--- src/rtl/automaton_step_sequencer_if.sv ---
// Control/status bundle between the step sequencer and its user, divider and grid engine.
// Signal directions are named from the sequencer's point of view.
interface automaton_step_sequencer_if #(
  parameter int GEN_W = 16
);
  logic             i_run;
  logic             i_step;
  logic             i_rate_up;
  logic             i_rate_down;
  logic             i_clear_stats;
  logic             i_tick;
  logic             i_update_done;
  logic             o_div_en;
  logic [1:0]       o_rate_select;
  logic             o_update_start;
  logic             o_busy;
  logic [GEN_W-1:0] o_gen_count;
  logic             o_overrun;
  logic             o_fault;

  modport slave (
    input  i_run, i_step, i_rate_up, i_rate_down, i_clear_stats, i_tick, i_update_done,
    output o_div_en, o_rate_select, o_update_start, o_busy, o_gen_count, o_overrun, o_fault
  );

  modport master (
    output i_run, i_step, i_rate_up, i_rate_down, i_clear_stats, i_tick, i_update_done,
    input  o_div_en, o_rate_select, o_update_start, o_busy, o_gen_count, o_overrun, o_fault
  );
endinterface

--- src/rtl/automaton_step_sequencer.sv ---
// Turns divider ticks or single-step requests into grid-engine update pulses,
// counts completed generations and flags dropped ticks and hung updates.
//
//  state     | meaning
//  ----------+---------------------------------------------------------
//  IDLE      | paused, divider disabled, waiting for step or run
//  WAIT_TICK | free-running, divider enabled, waiting for tick or step
//  START     | update_start pulse to the engine, timeout counter cleared
//  UPDATING  | waiting for update_done, timeout counter running
module automaton_step_sequencer #(
  parameter int GEN_W       = 16,
  parameter int TIMEOUT_CYC = 1024,
  parameter int INIT_RATE   = 2
) (
  input  logic                           clk,
  input  logic                           reset_n,
  automaton_step_sequencer_if.slave      bus
);

  localparam int CNT_W = (TIMEOUT_CYC > 2) ? $clog2(TIMEOUT_CYC) : 1;
  localparam logic [CNT_W-1:0] CNT_LAST = CNT_W'(TIMEOUT_CYC - 1);

  typedef enum logic [1:0] {
    IDLE      = 2'd0,
    WAIT_TICK = 2'd1,
    START     = 2'd2,
    UPDATING  = 2'd3
  } state_t;

  state_t           r_state;
  logic [CNT_W-1:0] r_cnt;
  logic [GEN_W-1:0] r_gen;
  logic [1:0]       r_rate;
  logic             r_div_en;
  logic             r_update_start;
  logic             r_busy;
  logic             r_overrun;
  logic             r_fault;

  logic w_in_update;
  assign w_in_update = (r_state == START) || (r_state == UPDATING);

  always_ff @(posedge clk or negedge reset_n) begin
    if (!reset_n) begin
      r_state        <= IDLE;
      r_cnt          <= '0;
      r_gen          <= '0;
      r_rate         <= 2'(INIT_RATE);
      r_div_en       <= 1'b0;
      r_update_start <= 1'b0;
      r_busy         <= 1'b0;
      r_overrun      <= 1'b0;
      r_fault        <= 1'b0;
    end else begin
      r_update_start <= 1'b0;

      // Output registers are loaded together with the state they belong to.
      case (r_state)
        IDLE: begin
          if (bus.i_step) begin
            r_state        <= START;
            r_update_start <= 1'b1;
            r_busy         <= 1'b1;
            r_cnt          <= '0;
          end else if (bus.i_run) begin
            r_state  <= WAIT_TICK;
            r_div_en <= 1'b1;
          end
        end
        WAIT_TICK: begin
          if (bus.i_step || bus.i_tick) begin
            r_state        <= START;
            r_update_start <= 1'b1;
            r_busy         <= 1'b1;
            r_div_en       <= 1'b0;
            r_cnt          <= '0;
          end else if (!bus.i_run) begin
            r_state  <= IDLE;
            r_div_en <= 1'b0;
          end
        end
        START: begin
          r_state <= UPDATING;
        end
        UPDATING: begin
          if (bus.i_update_done) begin
            r_gen  <= r_gen + GEN_W'(1);
            r_busy <= 1'b0;
            if (bus.i_run) begin
              r_state  <= WAIT_TICK;
              r_div_en <= 1'b1;
            end else begin
              r_state <= IDLE;
            end
          end else if (r_cnt == CNT_LAST) begin
            r_fault <= 1'b1;
            r_busy  <= 1'b0;
            r_state <= IDLE;
          end else begin
            r_cnt <= r_cnt + CNT_W'(1);
          end
        end
        default: begin
          r_state  <= IDLE;
          r_div_en <= 1'b0;
          r_busy   <= 1'b0;
        end
      endcase

      if (w_in_update && bus.i_tick) begin
        r_overrun <= 1'b1;
      end

      // Placed after the set paths so a same-cycle clear wins.
      if (bus.i_clear_stats) begin
        r_gen     <= '0;
        r_overrun <= 1'b0;
        r_fault   <= 1'b0;
      end

      if (bus.i_rate_up && !bus.i_rate_down && (r_rate != 2'd3)) begin
        r_rate <= r_rate + 2'd1;
      end else if (bus.i_rate_down && !bus.i_rate_up && (r_rate > 2'd1)) begin
        r_rate <= r_rate - 2'd1;
      end
    end
  end

  assign bus.o_div_en       = r_div_en;
  assign bus.o_rate_select  = r_rate;
  assign bus.o_update_start = r_update_start;
  assign bus.o_busy         = r_busy;
  assign bus.o_gen_count    = r_gen;
  assign bus.o_overrun      = r_overrun;
  assign bus.o_fault        = r_fault;

endmodule

--- src/flat_wrapper.sv ---
// flat-port wrapper written by rule: the top's interface ports become plain ports
module automaton_step_sequencer_flat 
#(
  parameter int GEN_W       = 16,
  parameter int TIMEOUT_CYC = 1024,
  parameter int INIT_RATE   = 2
)
  (clk, reset_n, bus_i_run, bus_i_step, bus_i_rate_up, bus_i_rate_down, bus_i_clear_stats, bus_i_tick, bus_i_update_done, bus_o_div_en, bus_o_rate_select, bus_o_update_start, bus_o_busy, bus_o_gen_count, bus_o_overrun, bus_o_fault);
  automaton_step_sequencer_if #(.GEN_W(GEN_W)) bus_i ();
  input  logic clk;
  input  logic reset_n;
  input wire logic [$bits(bus_i.i_run)-1:0] bus_i_run;
  input wire logic [$bits(bus_i.i_step)-1:0] bus_i_step;
  input wire logic [$bits(bus_i.i_rate_up)-1:0] bus_i_rate_up;
  input wire logic [$bits(bus_i.i_rate_down)-1:0] bus_i_rate_down;
  input wire logic [$bits(bus_i.i_clear_stats)-1:0] bus_i_clear_stats;
  input wire logic [$bits(bus_i.i_tick)-1:0] bus_i_tick;
  input wire logic [$bits(bus_i.i_update_done)-1:0] bus_i_update_done;
  output wire logic [$bits(bus_i.o_div_en)-1:0] bus_o_div_en;
  output wire logic [$bits(bus_i.o_rate_select)-1:0] bus_o_rate_select;
  output wire logic [$bits(bus_i.o_update_start)-1:0] bus_o_update_start;
  output wire logic [$bits(bus_i.o_busy)-1:0] bus_o_busy;
  output wire logic [$bits(bus_i.o_gen_count)-1:0] bus_o_gen_count;
  output wire logic [$bits(bus_i.o_overrun)-1:0] bus_o_overrun;
  output wire logic [$bits(bus_i.o_fault)-1:0] bus_o_fault;
  assign bus_i.i_run = bus_i_run;
  assign bus_i.i_step = bus_i_step;
  assign bus_i.i_rate_up = bus_i_rate_up;
  assign bus_i.i_rate_down = bus_i_rate_down;
  assign bus_i.i_clear_stats = bus_i_clear_stats;
  assign bus_i.i_tick = bus_i_tick;
  assign bus_i.i_update_done = bus_i_update_done;
  assign bus_o_div_en = bus_i.o_div_en;
  assign bus_o_rate_select = bus_i.o_rate_select;
  assign bus_o_update_start = bus_i.o_update_start;
  assign bus_o_busy = bus_i.o_busy;
  assign bus_o_gen_count = bus_i.o_gen_count;
  assign bus_o_overrun = bus_i.o_overrun;
  assign bus_o_fault = bus_i.o_fault;
  automaton_step_sequencer #(.GEN_W(GEN_W), .TIMEOUT_CYC(TIMEOUT_CYC), .INIT_RATE(INIT_RATE)) u_core (.clk(clk), .reset_n(reset_n), .bus(bus_i));
endmodule
--- config.mk ---
export PLATFORM = sky130hd
export DESIGN_NAME = automaton_step_sequencer_flat
export DESIGN_NICKNAME = d
export VERILOG_FILES = /design/src/rtl/automaton_step_sequencer_if.sv /design/src/rtl/automaton_step_sequencer.sv /design/src/flat_wrapper.sv
export SDC_FILE = /design/constraint.sdc
export NUM_CORES = 1
export LEC_CHECK = 0
export CAP_MARGIN = 20
export CORE_UTILIZATION = 35
export CTS_BUF_LIST = sky130_fd_sc_hd__clkbuf_8
export DETAILED_ROUTE_END_ITERATION = 8
export HOLD_SLACK_MARGIN = 0.02
export PLACE_DENSITY = 0.62
export RECOVER_POWER = 50
export SLEW_MARGIN = 20
export SYNTH_ARGS = -nofsm -noshare
export SYNTH_HDL_FRONTEND = slang
export SYNTH_SLANG_ARGS = --single-unit
--- constraint.sdc ---
create_clock -name clk -period 2 [get_ports clk]
set_clock_uncertainty 0.05 [all_clocks]
set_input_delay 0.3 -clock clk [delete_from_list [all_inputs] [get_ports clk]]
set_output_delay 0.3 -clock clk [all_outputs]
set_load 0.01 [all_outputs]
# ---- Word-level counts from Yosys, hierarchy flattened
# Index checks and enable logic that the tools add are counted.
# W data, S select, Z words.
dict set report classes {
  n_addsub 4
  multipliers 0
  div 0
  order_cmp 1
  eq_ne 15
  shift 0
  muxes 38
  bitwise_logic 0
  reduce_logical 22
}
# cell n
set ops {}
lappend ops {{$mux W16} 3}
lappend ops {{$mux W10} 4}
lappend ops {{$pmux W10 S3} 1}
lappend ops {{$mux W1} 18}
lappend ops {{$add A16 B1 Y16 const B} 1}
lappend ops {{$mux W2} 8}
lappend ops {{$ne A2 B2 Y1 const B} 7}
lappend ops {{$add A10 B1 Y10 const B} 1}
lappend ops {{$eq A10 B10 Y1 const B} 1}
lappend ops {{$reduce_bool A2 Y1} 5}
lappend ops {{$pmux W2 S4} 1}
lappend ops {{$reduce_and A4 Y1} 2}
lappend ops {{$ne A3 B3 Y1 const B} 2}
lappend ops {{$pmux W1 S3} 2}
lappend ops {{$reduce_and A3 Y1} 2}
lappend ops {{$logic_and A1 B1 Y1} 5}
lappend ops {{$reduce_and A5 Y1} 1}
lappend ops {{$eq A2 B2 Y1 const B} 2}
lappend ops {{$ne A3 B2 Y1 const B} 1}
lappend ops {{$reduce_bool A3 Y1} 1}
lappend ops {{$add A2 B1 Y2 const B} 1}
lappend ops {{$eq A2 B1 Y1 const B} 1}
lappend ops {{$gt A2 B1 Y1 const B} 1}
lappend ops {{$logic_not A1 Y1} 2}
lappend ops {{6 further kinds} 7}
dict set report word_totals {
  register_bits 35
  latchBits 0
  mem_bits_rw 0
  mem_bits_ro 0
  input_bits 9
  out_inout_bits 23
  elab_cells 89
  mem_count 0
}

# ---- Longest topological paths before layout
# Gate-level depths: netlist of the first run.
dict set report depth {
  word_depth 5
  ltp_mapped 6
  mapped_depth_nobuf 5
}

# ---- Worst setup path before layout of the first run
# No wires, ideal clock.
dict set report synth_path {
  path_kind {register to register}
  from {register u_core.r_cnt[0]}
  to {register u_core.r_cnt[5]}
  setup_ps 126
  t_arrival_ps 1663
  t_required_ps 1824
  path_slack_ps 161
  stages_incl_launch_ff 6
  path_buffers 0
  synth_period_minus_slack_ps 1839
  path_cell_list {dfrtp_1 ha_1 and4_1 and3_1 o21a_1 a221o_1}
}
dict set report synth_via {
  elab_chain_cells 4
  word_cells_on_any_way 7
  cone_classes {1 x add/sub; 2 x eq/ne; 3 x mux; 1 x reduce/logical}
}
# element line_no
set synth_lines {}
lappend synth_lines {{start: declaration} automaton_step_sequencer.sv:31} ;# logic [CNT_W-1:0] r_cnt;
lappend synth_lines {{start signal: assignment} automaton_step_sequencer.sv:100} ;# r_cnt <= r_cnt + CNT_W'(1);
lappend synth_lines {{$add A10 B1 Y10} automaton_step_sequencer.sv:100}
lappend synth_lines {{$mux W10} automaton_step_sequencer.sv:95} ;# end else if (r_cnt == CNT_LAST) begin
lappend synth_lines {{$mux W10} automaton_step_sequencer.sv:86} ;# if (bus.i_update_done) begin
lappend synth_lines {{$pmux W10 S3} automaton_step_sequencer.sv:58} ;# case (r_state)
# Several ways; a longest one is shown, not always the timed one. The select of a mux whose other input is x is not followed.
# A chain may end at the register's enable or synchronous reset.

# ---- Worst setup path in the final report of the first run
dict set report layout_path {
  from {register u_core.r_cnt[1]}
  to {register u_core.r_cnt[5]}
}
# Same word-level chain as after synthesis.

==> results_dict.tcl, run 1 <==
set metrics [dict create \
    run_status "completed" \
    p_sw_share_pct 32.3 \
    grt_start_max_net_pins 36 \
    endpoint_kind "register" \
    ys_seq_elements 35 \
    holdBufCountCts 0 \
    gpl.final_weighted_congestion 0.776 \
    post_cts.repair.setup_buffers 0 \
    grt_usage_pct 15.6 \
    synthesis.area_per_instance_um2 9.79 \
    timing.hold.worst.class "register to register" \
    finalMaxSlewViolations 0 \
    fin_nets 244 \
    clk_pin_slew_worst_paths_ns 0.07 \
    length_in_cells_of_the_worst_reg_to_reg_path 5 \
    portBuffers 31 \
    routed_wirelength_um 3830 \
    p_seq_share_pct 44.3 \
    min_path_cells 1 \
    slew_headroom_pct 42.5 \
    route.detailed.drc 0 \
    start_kind "register" \
    p_leak_nw 1.04 \
    dp_hpwl_um 2800 \
    setup_ws_ns 0.157 \
    dieHeight_um 74.1 \
    initial_core_util_pct 37.3 \
    die_w_um 74.1 \
    core_area_mm2 0.00488 \
    dpl-instance-area_mm2 0.00227 \
    detailroute.via_count 1531 \
    clock-sinks 35 \
    yosys_most_used_dff "sky130_fd_sc_hd__dfrtp_1" \
    tritoncts.num_buffers 5 \
    synth-edff-count 0 \
    internal-power_mw 1.47 \
    synthDistinctLibCells 42 \
    worstPathArrival_ns 1.96 \
    grt_remaining_overflow 0 \
    rsz0062_at_grt "false" \
    first_iter_violations 49 \
    post_route_cells_drive_above_1_share_pct 10.3 \
    setup_total_negative_slack_ns 0 \
    grt_pass1_wl_um 6490 \
    min_from "u_core.bus.o_div_en$_DFFE_PN0P_" \
    power.share.clock_pct 25.5 \
    final-hold-violation-count 0 \
    syn-cell-area_mm2 0.00182 \
    reg2reg_slack_ns 0.16 \
    timing.rr.end "u_core.r_cnt[5]$_DFFE_PN0P_" \
    pwr-share-comb_pct 30.1 \
    sequential_to_total_area_share_from_yosys_stat_pct 48.1 \
    report.final.setup_viol 0 \
    cts_htree_levels 2 \
    post_drt_via_cell_ratio 5.12 \
    vdd_ir_drop_max_mv 0.448 \
    worst_skew_pair.late_latency_ns 0.28 \
    cts_max_path_buffers 2 \
    num_antenna_cells 0 \
    rows 25 \
    asyncSetResetFlopFracSynth_pct 100 \
    pre_cts_ws_ns 0.0561 \
    design.die.area_mm2 0.00550 \
    cap_viol_max_count 0 \
    netlist_instances 186 \
    timing_worst_slew_pin_value_ns 0.863 \
    ys.warnings.count 0 \
    synthesized_nets 199 \
    crit_path_time_final_ns 1.84 \
    fmax_ghz 0.543 \
    cts-resized-gates 0 \
    routed_wire_length_per_instance_um 12.8 \
    timing.critical_path.required_ns 2.11 \
    ctsRootBufferMaster "sky130_fd_sc_hd__clkbuf_8" \
    worst_hold_slack_ns 0.461 \
    firstDrtPassIters 4 \
    grt_pass1_vias 1442 \
    antenna_found_initial 0 \
    net_switching_power_of_the_design_uw 700 \
    design_area_mm2 0.00235 \
    cts_tree "built" \
    cp_max_fo 8 \
    antenna_violating_nets_left 0 \
    timing_worst_setup_path_type "register to register" \
    i_o_pin_count 32 \
    min_delay_worst_endpoint "u_core.bus.o_div_en$_DFFE_PN0P_" \
    period_utilization_post_route_pct 92.1 \
    p_per_area_mw_per_mm2 921 \
    synthToLayoutAreaGrowth_pct 29.1 \
    regToRegStartpoint "u_core.r_cnt[1]$_DFFE_PN0P_" \
]
==> worst max-delay path: stages, from the launching register on <==
cell                      delay [ns]
sky130_fd_sc_hd__dfrtp_1        0.42
sky130_fd_sc_hd__ha_1           0.21
sky130_fd_sc_hd__and4_1         0.21
sky130_fd_sc_hd__and3_1         0.17
sky130_fd_sc_hd__o21a_1         0.29
sky130_fd_sc_hd__a221o_1        0.37
==> registers in the layout, summed over array words and instances (netlist names) <==
name,count
u_core.bus.o_overrun,1
u_core.bus.o_div_en,1
u_core.r_cnt,10
u_core.bus.o_gen_count,16
u_core.bus.o_busy,1
u_core.r_state,2
u_core.bus.o_fault,1
u_core.bus.o_update_start,1
u_core.bus.o_rate_select,2
==> cell usage after synthesis, types with 2 or more instances <==
cell type,instances,area share [%]
sky130_fd_sc_hd__nand4_1,4,1.4
sky130_fd_sc_hd__xor2_1,4,1.9
sky130_fd_sc_hd__and3_1,9,3.1
sky130_fd_sc_hd__o21a_1,4,1.6
sky130_fd_sc_hd__nor3_1,3,0.82
sky130_fd_sc_hd__o21bai_1,2,0.82
sky130_fd_sc_hd__a31oi_1,2,0.69
sky130_fd_sc_hd__ha_1,4,2.7
sky130_fd_sc_hd__o31ai_1,2,0.82
sky130_fd_sc_hd__nor4_1,2,0.69
sky130_fd_sc_hd__or3_1,7,2.4
sky130_fd_sc_hd__inv_1,4,0.82
sky130_fd_sc_hd__dfrtp_1,34,47
sky130_fd_sc_hd__xnor2_1,4,1.9
sky130_fd_sc_hd__a21oi_1,17,4.7
sky130_fd_sc_hd__o21ai_0,9,2.5
sky130_fd_sc_hd__nor2_1,17,3.5
sky130_fd_sc_hd__nand2_1,14,2.9
sky130_fd_sc_hd__a221o_1,3,1.6
sky130_fd_sc_hd__a211o_1,4,1.9
sky130_fd_sc_hd__a22o_1,2,0.96
sky130_fd_sc_hd__and4_1,4,1.9
sky130_fd_sc_hd__o2111ai_2,2,1.6
sky130_fd_sc_hd__buf_2,2,0.55
sky130_fd_sc_hd__nand3_1,10,2.7
==> final cells by class <==
| type | instances | area, um2 |
|---|---|---|
| clock buffer | 7 | 96.3 |
| sequential | 35 | 877 |
| clock inverter | 1 | 3.75 |
| multi-input combinational | 141 | 878 |
| tap | 67 | 83.8 |
| fill | 510 | 2530 |
| inverter | 4 | 15.0 |
| timing repair buffer | 44 | 398 |
==> how the worst max path moves through the flow <==
stage	to	start
6_report	u_core.r_cnt[5]$_DFFE_PN0P_	u_core.r_cnt[1]$_DFFE_PN0P_
5_1_grt	u_core.r_cnt[7]$_DFFE_PN0P_	u_core.r_cnt[1]$_DFFE_PN0P_
4_1_cts	u_core.r_cnt[5]$_DFFE_PN0P_	u_core.r_cnt[1]$_DFFE_PN0P_
3_5_place_dp	u_core.r_cnt[7]$_DFFE_PN0P_	bus_i_tick
3_3_place_gp	u_core.r_cnt[5]$_DFFE_PN0P_	bus_i_tick
2_1_floorplan	u_core.r_cnt[5]$_DFFE_PN0P_	u_core.r_cnt[0]$_DFFE_PN0P_
==> power by group through the flow <==
stage / Combinational, mW / Clock, mW / Sequential, mW
2_1_floorplan: 0.425 / 0 / 0.948
3_3_place_gp: 0.676 / 0 / 0.976
3_5_place_dp: 0.679 / 0 / 0.974
4_1_cts: 0.681 / 0.573 / 0.962
5_1_grt: 0.743 / 0.605 / 0.980
6_report: 0.652 / 0.553 / 0.960
==> metal layers <==
| metal | GRT usage [%] | wire length, um | vias up |
|---|---|---|---|
| li1 | - | - | 785 |
| met1 | 20.0 | 1870 | 717 |
| met2 | 25.2 | 1760 | 24 |
| met3 | 4.07 | 152 | 5 |
| met4 | 5.98 | 43 | 0 |
| met5 | 0 | 0 | - |
==> metrics by stage <==
| step | utilization (%) | power [mW] | instances |
|---|---|---|---|
| after floorplan | - | 1.37 | 186 |
| after global placement | 46.6 | 1.65 | 291 |
| after detailed placement | 46.6 | 1.65 | 291 |
| after CTS | 48.6 | 2.22 | 299 |
| after global routing | 48.2 | 2.33 | 299 |
| final | 48.2 | 2.17 | 299 |
==> logic make-up (layout without fill, tap and decap cells) <==
kind of cell / Yosys count / in the layout / synth area share, %
AOI/OAI and AO/OA: 49 / 49 / 18.3
xor gates and xnor gates: 8 / 8 / 3.85
adders and majority gates: 4 / 4 / 2.75
buffers and inverters: 10 / 56 / 3.02
DFF: 35 / 35 / 48.1
muxes: 1 / 1 / 0.618
and+or+nand+nor: 79 / 79 / 23.3
==> layout by cell type, fill, tap and decap left out, types with 5 or more instances in the layout <==
cell type                         Yosys  layout
sky130_fd_sc_hd__nor2_1              17      17
sky130_fd_sc_hd__dfrtp_1             34      34
sky130_fd_sc_hd__clkdlybuf4s50_1      0      27
sky130_fd_sc_hd__or3_1                7       7
sky130_fd_sc_hd__inv_1                4       5
sky130_fd_sc_hd__nand2_1             14      14
sky130_fd_sc_hd__o21ai_0              9       9
sky130_fd_sc_hd__a21oi_1             17      17
sky130_fd_sc_hd__and3_1               9      10
sky130_fd_sc_hd__clkbuf_8             0       7
sky130_fd_sc_hd__buf_4                1      10
sky130_fd_sc_hd__nand3_1             10      10
Power figures use the tool's default switching activity.
==> run 2, diff against run 1 <==
- PLACE_DENSITY: 0.62 -> 0.6
- clock period: 2 -> 1.8 ns (I/O delays scaled with it)
==> run 2 against run 1 <==
Via count is 4.6% higher. Sequential share of layout area is 1.8 points lower. Non-clock buffer count is 12 higher. Die area stayed put. Final area is 5.2% higher. Largest cell class unchanged. Critical endpoint unchanged.
==> results_dict.tcl, run 2 (same netlist as run 1, synthesis figures left out) <==
set metrics [dict create \
    routed_wirelength_um 4090 \
    p_total_mw 2.54 \
    p_leak_nw 1.10 \
    setup_total_negative_slack_ns 0 \
    rows 25 \
    worst_hold_slack_ns 0.450 \
    final.fill_count 480 \
    slew_headroom_pct 41.6 \
    grt_usage_pct 16.7 \
    post_drt_via_cell_ratio 5.15 \
    report.final.setup_viol 0 \
    worst_skew_pair.late_latency_ns 0.29 \
    detailroute.via_count 1602 \
    design_area_mm2 0.00247 \
    timing_worst_slew_pin_value_ns 0.876 \
    crit_path_cell_trace "ha_2, and4_4, buf_6, a31oi_1, buf_4, and3_1, a221o_1" \
    grt_pass1_vias 1468 \
    worstPathArrival_ns 1.83 \
    layout.cells.most_common_list "33 x sky130_fd_sc_hd__dfrtp_1, 28 x sky130_fd_sc_hd__clkdlybuf4s50_1, 22 x sky130_fd_sc_hd__buf_4" \
    p_per_area_mw_per_mm2 1020 \
    tritoncts.num_buffers 5 \
    grt_start_max_net_pins 36 \
    portBuffers 31 \
    cts_max_path_buffers 2 \
    cts_htree_levels 2 \
    critical_path.max_stage_delay_ns 0.37 \
    initial_core_util_pct 37.3 \
    timing.hold.worst.class "register to register" \
    synthToLayoutAreaGrowth_pct 35.9 \
    dp_hpwl_um 2940 \
    clk_pin_slew_worst_paths_ns 0.07 \
    antenna_violating_nets_left 0 \
    first_iter_violations 76 \
    finalMaxSlewViolations 0 \
    mostFrequentLayoutCell "sky130_fd_sc_hd__dfrtp_1" \
    dieHeight_um 74.1 \
    grt_remaining_overflow 0 \
    post_route_cells_drive_above_1_share_pct 17.6 \
    slowest_stage "sky130_fd_sc_hd__dfrtp_1" \
    reg2reg_slack_ns 0.08 \
    timing.critical_path.required_ns 1.91 \
    fmax_ghz 0.581 \
    timing_worst_setup_path_type "register to register" \
    final-hold-violation-count 0 \
    routed_wire_length_per_instance_um 13.1 \
    period_utilization_post_route_pct 95.6 \
    fin_nets 256 \
    die_w_um 74.1 \
    cap_viol_max_count 0 \
    clock-sinks 35 \
    cp_max_fo 7 \
    num_antenna_cells 0 \
    flip_flop_count_of_the_largest_register_after_layout 16 \
    vdd_ir_drop_max_mv 0.557 \
    i_o_pin_count 32 \
    route.detailed.drc 0 \
    gpl.final_weighted_congestion 0.737 \
    run_status "completed" \
    grt_pass1_wl_um 6900 \
    antenna_found_initial 0 \
    core_area_mm2 0.00488 \
    cts_tree "built" \
    post-route-util_pct 50.7 \
    firstDrtPassIters 4 \
    design.die.area_mm2 0.00550 \
    endpoint_kind "register" \
    crit_path_time_final_ns 1.72 \
    ctsRootBufferMaster "sky130_fd_sc_hd__clkbuf_8" \
    dpl-instance-area_mm2 0.00234 \
    start_kind "register" \
    holdBufCountCts 0 \
]
==> run 2: per-stage QoR <==
| step | setup WS [ns] | cells |
|---|---|---|
| 6_report | 0.0790 | 311 |
| 2_1_floorplan | 0.00677 | 186 |
| 5_1_grt | -0.00794 | 311 |
| 3_5_place_dp | -0.0737 | 299 |
| 3_3_place_gp | -0.0294 | 299 |
| 4_1_cts | 0.00694 | 307 |
==> run 2: layout make-up <==
cell class	count	area (um2)	area share (%)
Sequential cell	35	878	35.5
Tap cell	67	83.8	3.39
Clock inverter	1	3.75	0.152
Multi-Input combinational cell	141	902	36.5
Timing Repair Buffer	56	495	20.0
Clock buffer	7	96.3	3.89
Inverter	4	15.0	0.607
==> run 2: path summary, 6_finish.rpt <==
path / start / end / depth (start not counted)
setup / recovery: u_core.r_cnt[1]$_DFFE_PN0P_ / u_core.r_cnt[5]$_DFFE_PN0P_ / 7
hold / removal: u_core.bus.o_fault$_DFFE_PN0P_ / u_core.bus.o_fault$_DFFE_PN0P_ / 2
setup reg to reg: u_core.r_cnt[1]$_DFFE_PN0P_ / u_core.r_cnt[5]$_DFFE_PN0P_ / 7
hold reg to reg: u_core.bus.o_fault$_DFFE_PN0P_ / u_core.bus.o_fault$_DFFE_PN0P_ / 2
max in group asynchronous: reset_n / u_core.r_state[1]$_DFFE_PN0P_ / 2
min in group asynchronous: reset_n / u_core.bus.o_gen_count[15]$_DFFE_PN0P_ / 2
==> run 2: per-layer routing <==
layer | part of all wire (%) | up-vias | track usage, % | wire (um)
met3 | 3.0 | 8 | 3.66 | 124
met1 | 49 | 766 | 22.3 | 1980
li1 | - | 798 | - | -
met4 | 1.7 | 0 | 7.05 | 71
met2 | 47 | 30 | 26.2 | 1910
met5 | 0 | - | 0 | 0
==> run 2: power by group <==
part	total, mW	switching [mW]	internal, mW
Clock	0.624	0.281	0.344
Combinational	0.853	0.397	0.456
Sequential	1.06	0.140	0.919
Total	2.54	0.817	1.72
==> run 2: what timing repair did <==
item | CTS | global route
gates cloned | 0 | 0
buffers inserted | 0 | 4
pin swaps | 0 | 2
gates resized for setup | 1 | 4
hold endpoints to repair | 0 | 0
setup endpoints to repair | 3 | 11
==> run 2: critical path: cells and delay by family (launching register included) <==
family,cells,cell delay [ns]
buf+inv,2,0.27
flops,1,0.37
fa+ha+maj,1,0.20
simple gates,2,0.37
compound gates,2,0.35
